--- config.mk ---
export PLATFORM = sky130hd
export DESIGN_NAME = saturating_counter_table_flat
export DESIGN_NICKNAME = d
export VERILOG_FILES = /design/src/rtl/saturating_counter_table_if.sv /design/src/rtl/saturating_counter_table.sv /design/src/flat_wrapper.sv
export SDC_FILE = /design/constraint.sdc
export NUM_CORES = 1
export LEC_CHECK = 0
export ABC_CLOCK_PERIOD_IN_PS = 7830
export CORE_MARGIN = 5
export CORE_UTILIZATION = 47
export CTS_CLUSTER_DIAMETER = 30
export CTS_CLUSTER_SIZE = 40
export DETAILED_ROUTE_END_ITERATION = 12
export GPL_ROUTABILITY_DRIVEN = 0
export PLACE_DENSITY = 0.78
export SKIP_CTS_REPAIR_TIMING = 1
export SYNTH_ARGS = -nofsm -noshare
export SYNTH_HDL_FRONTEND = slang
export SYNTH_SLANG_ARGS = --single-unit
--- constraint.sdc ---
create_clock -name clock -period 7.83 [get_ports clock]
set_clock_uncertainty 0.2 [all_clocks]
set_input_delay 0.783 -clock clock [delete_from_list [all_inputs] [get_ports clock]]
set_output_delay 0.783 -clock clock [all_outputs]
set_load 0.01 [all_outputs]
--- src/rtl/saturating_counter_table_if.sv ---
// Read/update bus for saturating_counter_table: one registered read port and one update port.
interface saturating_counter_table_if #(
    parameter int WIDTH       = 2,
    parameter int INDEX_WIDTH = 4
);
    logic                   read_enable;
    logic [INDEX_WIDTH-1:0] read_index;
    logic                   read_valid;
    logic [WIDTH-1:0]       read_count;
    logic                   read_prediction;
    logic                   update_enable;
    logic [INDEX_WIDTH-1:0] update_index;
    logic                   update_increment;
    logic                   update_decrement;

    modport master (
        output read_enable, read_index,
        output update_enable, update_index, update_increment, update_decrement,
        input  read_valid, read_count, read_prediction
    );

    modport slave (
        input  read_enable, read_index,
        input  update_enable, update_index, update_increment, update_decrement,
        output read_valid, read_count, read_prediction
    );
endinterface

--- src/rtl/saturating_counter_table.sv ---
// Indexed array of saturating up/down counters with a registered read port and an update port.
// Optional macro SATURATING_COUNTER_TABLE_BYPASS_EN forwards a same-cycle update to the read result.
module saturating_counter_table #(
    parameter int WIDTH = 2,
    parameter int DEPTH = 16,
    parameter int RESET = 1
) (
    input  logic                      clock,
    input  logic                      resetn,
    saturating_counter_table_if.slave bus
);
    localparam int INDEX_WIDTH = $clog2(DEPTH);

    typedef logic [WIDTH-1:0] count_t;

    localparam count_t                 COUNT_MAX   = '1;
    localparam count_t                 COUNT_ZERO  = '0;
    localparam count_t                 COUNT_RESET = count_t'(RESET);
    localparam logic [INDEX_WIDTH:0]   DEPTH_LIMIT = (INDEX_WIDTH + 1)'(DEPTH);

    count_t r_count [DEPTH];
    logic   r_read_valid;
    count_t r_read_count;

    logic   w_rd_hit;
    logic   w_upd_hit;
    count_t w_read_raw;
    count_t w_read_data;
    count_t w_upd_cur;
    count_t w_upd_next;

    // Indices at or above DEPTH are only reachable for non-power-of-two depths and address nothing.
    assign w_rd_hit  = bus.read_enable && ({1'b0, bus.read_index} < DEPTH_LIMIT);
    assign w_upd_hit = bus.update_enable && ({1'b0, bus.update_index} < DEPTH_LIMIT);

    assign w_read_raw = w_rd_hit  ? r_count[bus.read_index]   : COUNT_ZERO;
    assign w_upd_cur  = w_upd_hit ? r_count[bus.update_index] : COUNT_ZERO;

    // NOTE: always_comb assigns its output a default first so no path leaves it unassigned (no latch).
    always_comb begin
        w_upd_next = w_upd_cur;
        if (bus.update_increment && !bus.update_decrement && (w_upd_cur != COUNT_MAX)) begin
            w_upd_next = w_upd_cur + 1'b1;
        end else if (bus.update_decrement && !bus.update_increment && (w_upd_cur != COUNT_ZERO)) begin
            w_upd_next = w_upd_cur - 1'b1;
        end
    end

`ifdef SATURATING_COUNTER_TABLE_BYPASS_EN
    logic w_bypass;
    assign w_bypass    = w_rd_hit && w_upd_hit && (bus.read_index == bus.update_index);
    assign w_read_data = w_bypass ? w_upd_next : w_read_raw;
`else
    assign w_read_data = w_read_raw;
`endif

    // NOTE: the counter array is flip-flops, not RAM, so every entry is reset in one cycle.
    // NOTE: sequential state uses non-blocking assignments so all registers see pre-edge values.
    always_ff @(posedge clock) begin
        if (!resetn) begin
            for (int i = 0; i < DEPTH; i++) begin
                r_count[i] <= COUNT_RESET;
            end
        end else if (w_upd_hit) begin
            r_count[bus.update_index] <= w_upd_next;
        end
    end

    always_ff @(posedge clock) begin
        if (!resetn) begin
            r_read_valid <= 1'b0;
            r_read_count <= COUNT_ZERO;
        end else begin
            r_read_valid <= bus.read_enable;
            if (bus.read_enable) begin
                r_read_count <= w_read_data;
            end
        end
    end

    assign bus.read_valid      = r_read_valid;
    assign bus.read_count      = r_read_count;
    assign bus.read_prediction = r_read_count[WIDTH-1];
endmodule

--- src/flat_wrapper.sv ---
// flat-port wrapper written by rule: the top's interface ports become plain ports
module saturating_counter_table_flat 
#(
    parameter int WIDTH = 2,
    parameter int DEPTH = 16,
    parameter int RESET = 1
)
  (clock, resetn, bus_read_enable, bus_read_index, bus_update_enable, bus_update_index, bus_update_increment, bus_update_decrement, bus_read_valid, bus_read_count, bus_read_prediction);
  saturating_counter_table_if #(.WIDTH(WIDTH), .INDEX_WIDTH((4))) bus_i ();
  input  logic clock;
  input  logic resetn;
  input wire logic [$bits(bus_i.read_enable)-1:0] bus_read_enable;
  input wire logic [$bits(bus_i.read_index)-1:0] bus_read_index;
  input wire logic [$bits(bus_i.update_enable)-1:0] bus_update_enable;
  input wire logic [$bits(bus_i.update_index)-1:0] bus_update_index;
  input wire logic [$bits(bus_i.update_increment)-1:0] bus_update_increment;
  input wire logic [$bits(bus_i.update_decrement)-1:0] bus_update_decrement;
  output wire logic [$bits(bus_i.read_valid)-1:0] bus_read_valid;
  output wire logic [$bits(bus_i.read_count)-1:0] bus_read_count;
  output wire logic [$bits(bus_i.read_prediction)-1:0] bus_read_prediction;
  assign bus_i.read_enable = bus_read_enable;
  assign bus_i.read_index = bus_read_index;
  assign bus_i.update_enable = bus_update_enable;
  assign bus_i.update_index = bus_update_index;
  assign bus_i.update_increment = bus_update_increment;
  assign bus_i.update_decrement = bus_update_decrement;
  assign bus_read_valid = bus_i.read_valid;
  assign bus_read_count = bus_i.read_count;
  assign bus_read_prediction = bus_i.read_prediction;
  saturating_counter_table #(.WIDTH(WIDTH), .DEPTH(DEPTH), .RESET(RESET)) u_core (.clock(clock), .resetn(resetn), .bus(bus_i));
endmodule
# Yosys cells after proc, flatten, opt, wreduce, memory -nomap -nowiden
# Memory sizes are Yosys's and may differ from the RTL's. A register that Yosys moved wholly into a read port is not among the register bits.
# Index checks and enable logic that the tools add are counted.
dict set report totals {
  input_bits 14
  n_memories 1
  out_inout_bits 4
  reg_bits 1
  ram_bits 32
  wordCells 24
}
dict set report classes {
  mux 10
  add_sub_neg 2
  n_reduce_logical 9
  n_eq_ne 1
}
# memory words width read_ports rd_clocked_by_memory_dff write_ports line
set mem_list {}
lappend mem_list {u_core.r_count 16 2 2 1 16 saturating_counter_table.sv:21} ;# count_t r_count [DEPTH];
# cell n
set ops {}
lappend ops {{$mux 2} 4}
lappend ops {{$mux 1} 5}
lappend ops {{$logic_and 1x1->1} 4}
lappend ops {{$mux 4} 1}
lappend ops {{$logic_not 1->1} 3}
lappend ops {{$add 2x1->2 const B} 1}
lappend ops {{$ne 2x2->1 const B} 1}
lappend ops {{$reduce_bool 2->1} 1}
lappend ops {{$reduce_or 2->1} 1}
lappend ops {{$sub 2x1->2 const B} 1}

# Logic depth before layout (Yosys ltp)
# An unclocked memory read counts as a cell.
dict set report depth {
  depth_word 7
  mapped_depth 13
  ltp_nobuf 10
}

# Least setup slack after synthesis
# No wires, ideal clock.
dict set report synth_timing {
  path_kind {input to register}
  startpoint {input port bus_update_index[0]}
  endpoint {memory u_core.r_count[10][1] (netlist name) (data pin)}
  setup_slack_ns 4.102
  stages 10
  t_arrival_ns 3.261
  path_cell_list {buf_6 -> mux4_2 -> a32o_1 -> a31oi_4 -> inv_1 -> ha_1 -> or3b_2 -> nor2_1 -> clkbuf_1 -> nor3_1}
}
# item line
set synth_lines {}
lappend synth_lines {{start, declared} flat_wrapper.sv:15} ;# input wire logic [$bits(bus_i.update_index)-1:0] bus_update_index;
lappend synth_lines {{end, declared} saturating_counter_table.sv:21}

==> impl_metrics.json <==
{
  "clockBufferDepth": 2,
  "powerDensity_nw_per_um2": 169,
  "reg2reg_depth": 8,
  "cp-start-kind": "input pin",
  "place_ws_ns": 2.60,
  "rsz0062_at_grt": "no",
  "dieHeight_microns": 77.2,
  "worstPathArrival_ns": 4.68,
  "p_seq_share_pct": 53.3,
  "wirelength_microns": 4420,
  "syn_avg_cell_area_sq_um": 11.4,
  "intPower_uw": 295,
  "die_w_microns": 77.2,
  "critPathCaptureType": "flop",
  "synthCells": 186,
  "power_frac_comb_pct": 16.2,
  "cts_buffers": 5,
  "fin_total_pwr_uw": 397,
  "reg2reg_to": "u_core.r_count[6][1]$_SDFFCE_PN0P_",
  "relSlewSlack_pct": 23.4,
  "fin_cells": 247,
  "clk_pin_slew_ns": 0.07,
  "cts.sinks": 35,
  "seq_area_frac_synth_pct": 48.1,
  "synthFlopType": "edfxtp_1",
  "clockRootBuffer": "clkbuf_8",
  "grt_pass1_wl_microns": 7380,
  "drt-vias-per-instance": 6.19,
  "cts_tree": "built",
  "ys_seq_elements": 35,
  "leakage_nw": 0.758,
  "cp.required_ns": 7.62,
  "cp-startpoint": "bus_update_index[0]",
  "initial_core_util_pct": 48.7,
  "ys_warn_count": 0,
  "grt_usage_pct": 15.9,
  "clock_power_share_pct": 30.5,
  "avgRoutedWirePerCell_microns": 17.9,
  "syn_to_final_growth_pct": 10.7,
  "fin_nets": 210,
  "ioPinCount": 18,
  "max_freq_mhz": 204,
  "overflow": 0,
  "drc": 0,
  "ant_nets": 0,
  "tightest_slew_ns": 1.15,
  "drt_iter0_drc": 162,
  "status": "finished clean",
  "antennaDiodeCount": 0,
  "synthTopCellsByArea": "edfxtp_1 (45%), mux4_2 (13%), nand2_1 (6.0%)",
  "setup_tns_ns": 0,
  "peakVddDrop_uv": 63.3,
  "crit_type": "input pin to flop",
  "final_max_slew_viol_count": 0,
  "hp-start": "u_core.bus.read_count[0]$_SDFFE_PN0P_",
  "first_global_vias": 1435,
  "worstHoldEndpoint": "u_core.bus.read_count[0]$_SDFFE_PN0P_",
  "hold_path_class": "flop to flop",
  "vias": 1529,
  "synth_area_leader_cell": "edfxtp_1",
  "crit_path_max_incr_delay_ns": 1.06,
  "final-setup-viol-count": 0,
  "fin_area_sq_um": 2350,
  "maxCapViolCount": 0,
  "clkLatencyLatePin_ns": 0.29,
  "final_util_pct": 54.0,
  "htreeDepth": 2,
  "period_needed_ns": 4.89,
  "dp_hpwl_microns": 3190,
  "hold_slack_ns": 0.422,
  "placed_cells": 239,
  "path_max_fanout": 18,
  "hold_viol": 0,
  "power.share.switching_pct": 25.6,
  "synth_edf_count": 32,
  "period_share_pct": 62.5,
  "dr.pass1.iters": 4,
  "timing.rr.start": "u_core.r_count[6][0]$_SDFFCE_PN1P_",
  "rows": 24,
  "r2r_setup_slack_ns": 4.22,
  "synth_top_area_share_pct": 45.3,
  "io_buffers": 17,
  "grt_start_max_net_pins": 22,
  "drive_gt1_share_pct": 11.3,
  "synth_nets": 202,
  "setup_slack_ns": 2.94,
  "holdPathStages": 2,
  "placed_cell_area_sq_um": 2270,
  "cp_slowest_cell": "clkdlybuf4s50_1",
  "path_cells": "clkdlybuf4s50_1 > mux4_2 > a32o_1 > a31oi_4 > inv_1 > ha_1 > or3b_2 > nor2_1 > nor3_1",
  "antenna_found_initial": 0,
  "die_area_sq_um": 5960,
  "coreArea_sq_um": 4350,
  "async_flop_share_pct": 0,
  "synth_area_sq_um": 2120,
  "synth_cell_type_count": 31,
  "p_sw_uw": 101
}
[cell type report]
cell class,instances,area (sq um)
clock inverter,2,7.51
inverter,2,7.51
tap,52,65.1
timing repair buffer,17,170
fill,375,2000
clock buffer,6,72.6
sequential,35,1020
multi-input combinational,133,1010
[power groups by stage]
stage	combinational [mW]	sequential [mW]	clock, mW
after floorplan	0.0471	0.215	0
after global placement	0.0643	0.215	0
after detailed placement	0.0653	0.215	0
after CTS	0.0654	0.211	0.124
after global routing	0.0709	0.212	0.133
final	0.0643	0.211	0.121
[synthesized netlist by cell type (all sizes together) (5+ instances only)]
library cell	number
nand2b	5
buf	5
clkbuf	11
nand3	20
edfxtp	32
nor2b	7
nor2	5
mux2i	12
nand2	34
mux4	12
nor3	17
[per-layer routing]
metal | vias up | GRT usage [%] | share of wire [%]
met3 | 8 | 3.86 | 6.5
met5 | - | 0 | 0
met1 | 754 | 21.2 | 41
met4 | 0 | 6.19 | 1.9
met2 | 55 | 24.8 | 50
li1 | 712 | - | -
[sequential cells by signal, summed over array words and instances (netlist names)]
name	cells
u_core.bus.read_count	2
u_core.r_count	32
u_core.bus.read_valid	1
[how the worst max path moves through the flow]
stage | end | depth (start not counted)
finish | u_core.r_count[6][1]$_SDFFCE_PN0P_ | 9
global route | u_core.r_count[10][1]$_SDFFCE_PN0P_ | 9
CTS | u_core.r_count[2][1]$_SDFFCE_PN0P_ | 9
detailed placement | u_core.r_count[6][1]$_SDFFCE_PN0P_ | 9
global placement | u_core.r_count[1][1]$_SDFFCE_PN0P_ | 9
floorplan | u_core.r_count[10][1]$_SDFFCE_PN0P_ | 10
[cell families after synthesis]
group,synth area share (%)
buffers and inverters,4.48
adders and majority gates,1.18
and+or+nand+nor,21.6
xor gates and xnor gates,1.30
DFF,48.1
muxes,18.4
AOI/OAI and AO/OA,4.89
[layout by cell type, fill, tap and decap left out, types with 3 or more instances in the layout]
cell type,count
edfxtp_1,32
nand2_1,34
nor3_1,17
dfxtp_1,3
nand2b_1,5
mux4_2,12
nor2_1,5
a22oi_1,3
clkbuf_8,5
clkdlybuf4s50_1,17
nor2b_1,7
nand3_1,20
mux2i_1,12
[critical path, delay by kind of cell]
| family | cells | cell delay (ns) |
|---|---|---|
| adders and majority gates | 1 | 0.19 |
| and+or+nand+nor | 3 | 1.44 |
| muxes | 1 | 0.60 |
| buffers and inverters | 2 | 1.14 |
| AOI/OAI and AO/OA | 2 | 0.53 |
Power figures use the tool's default switching activity.
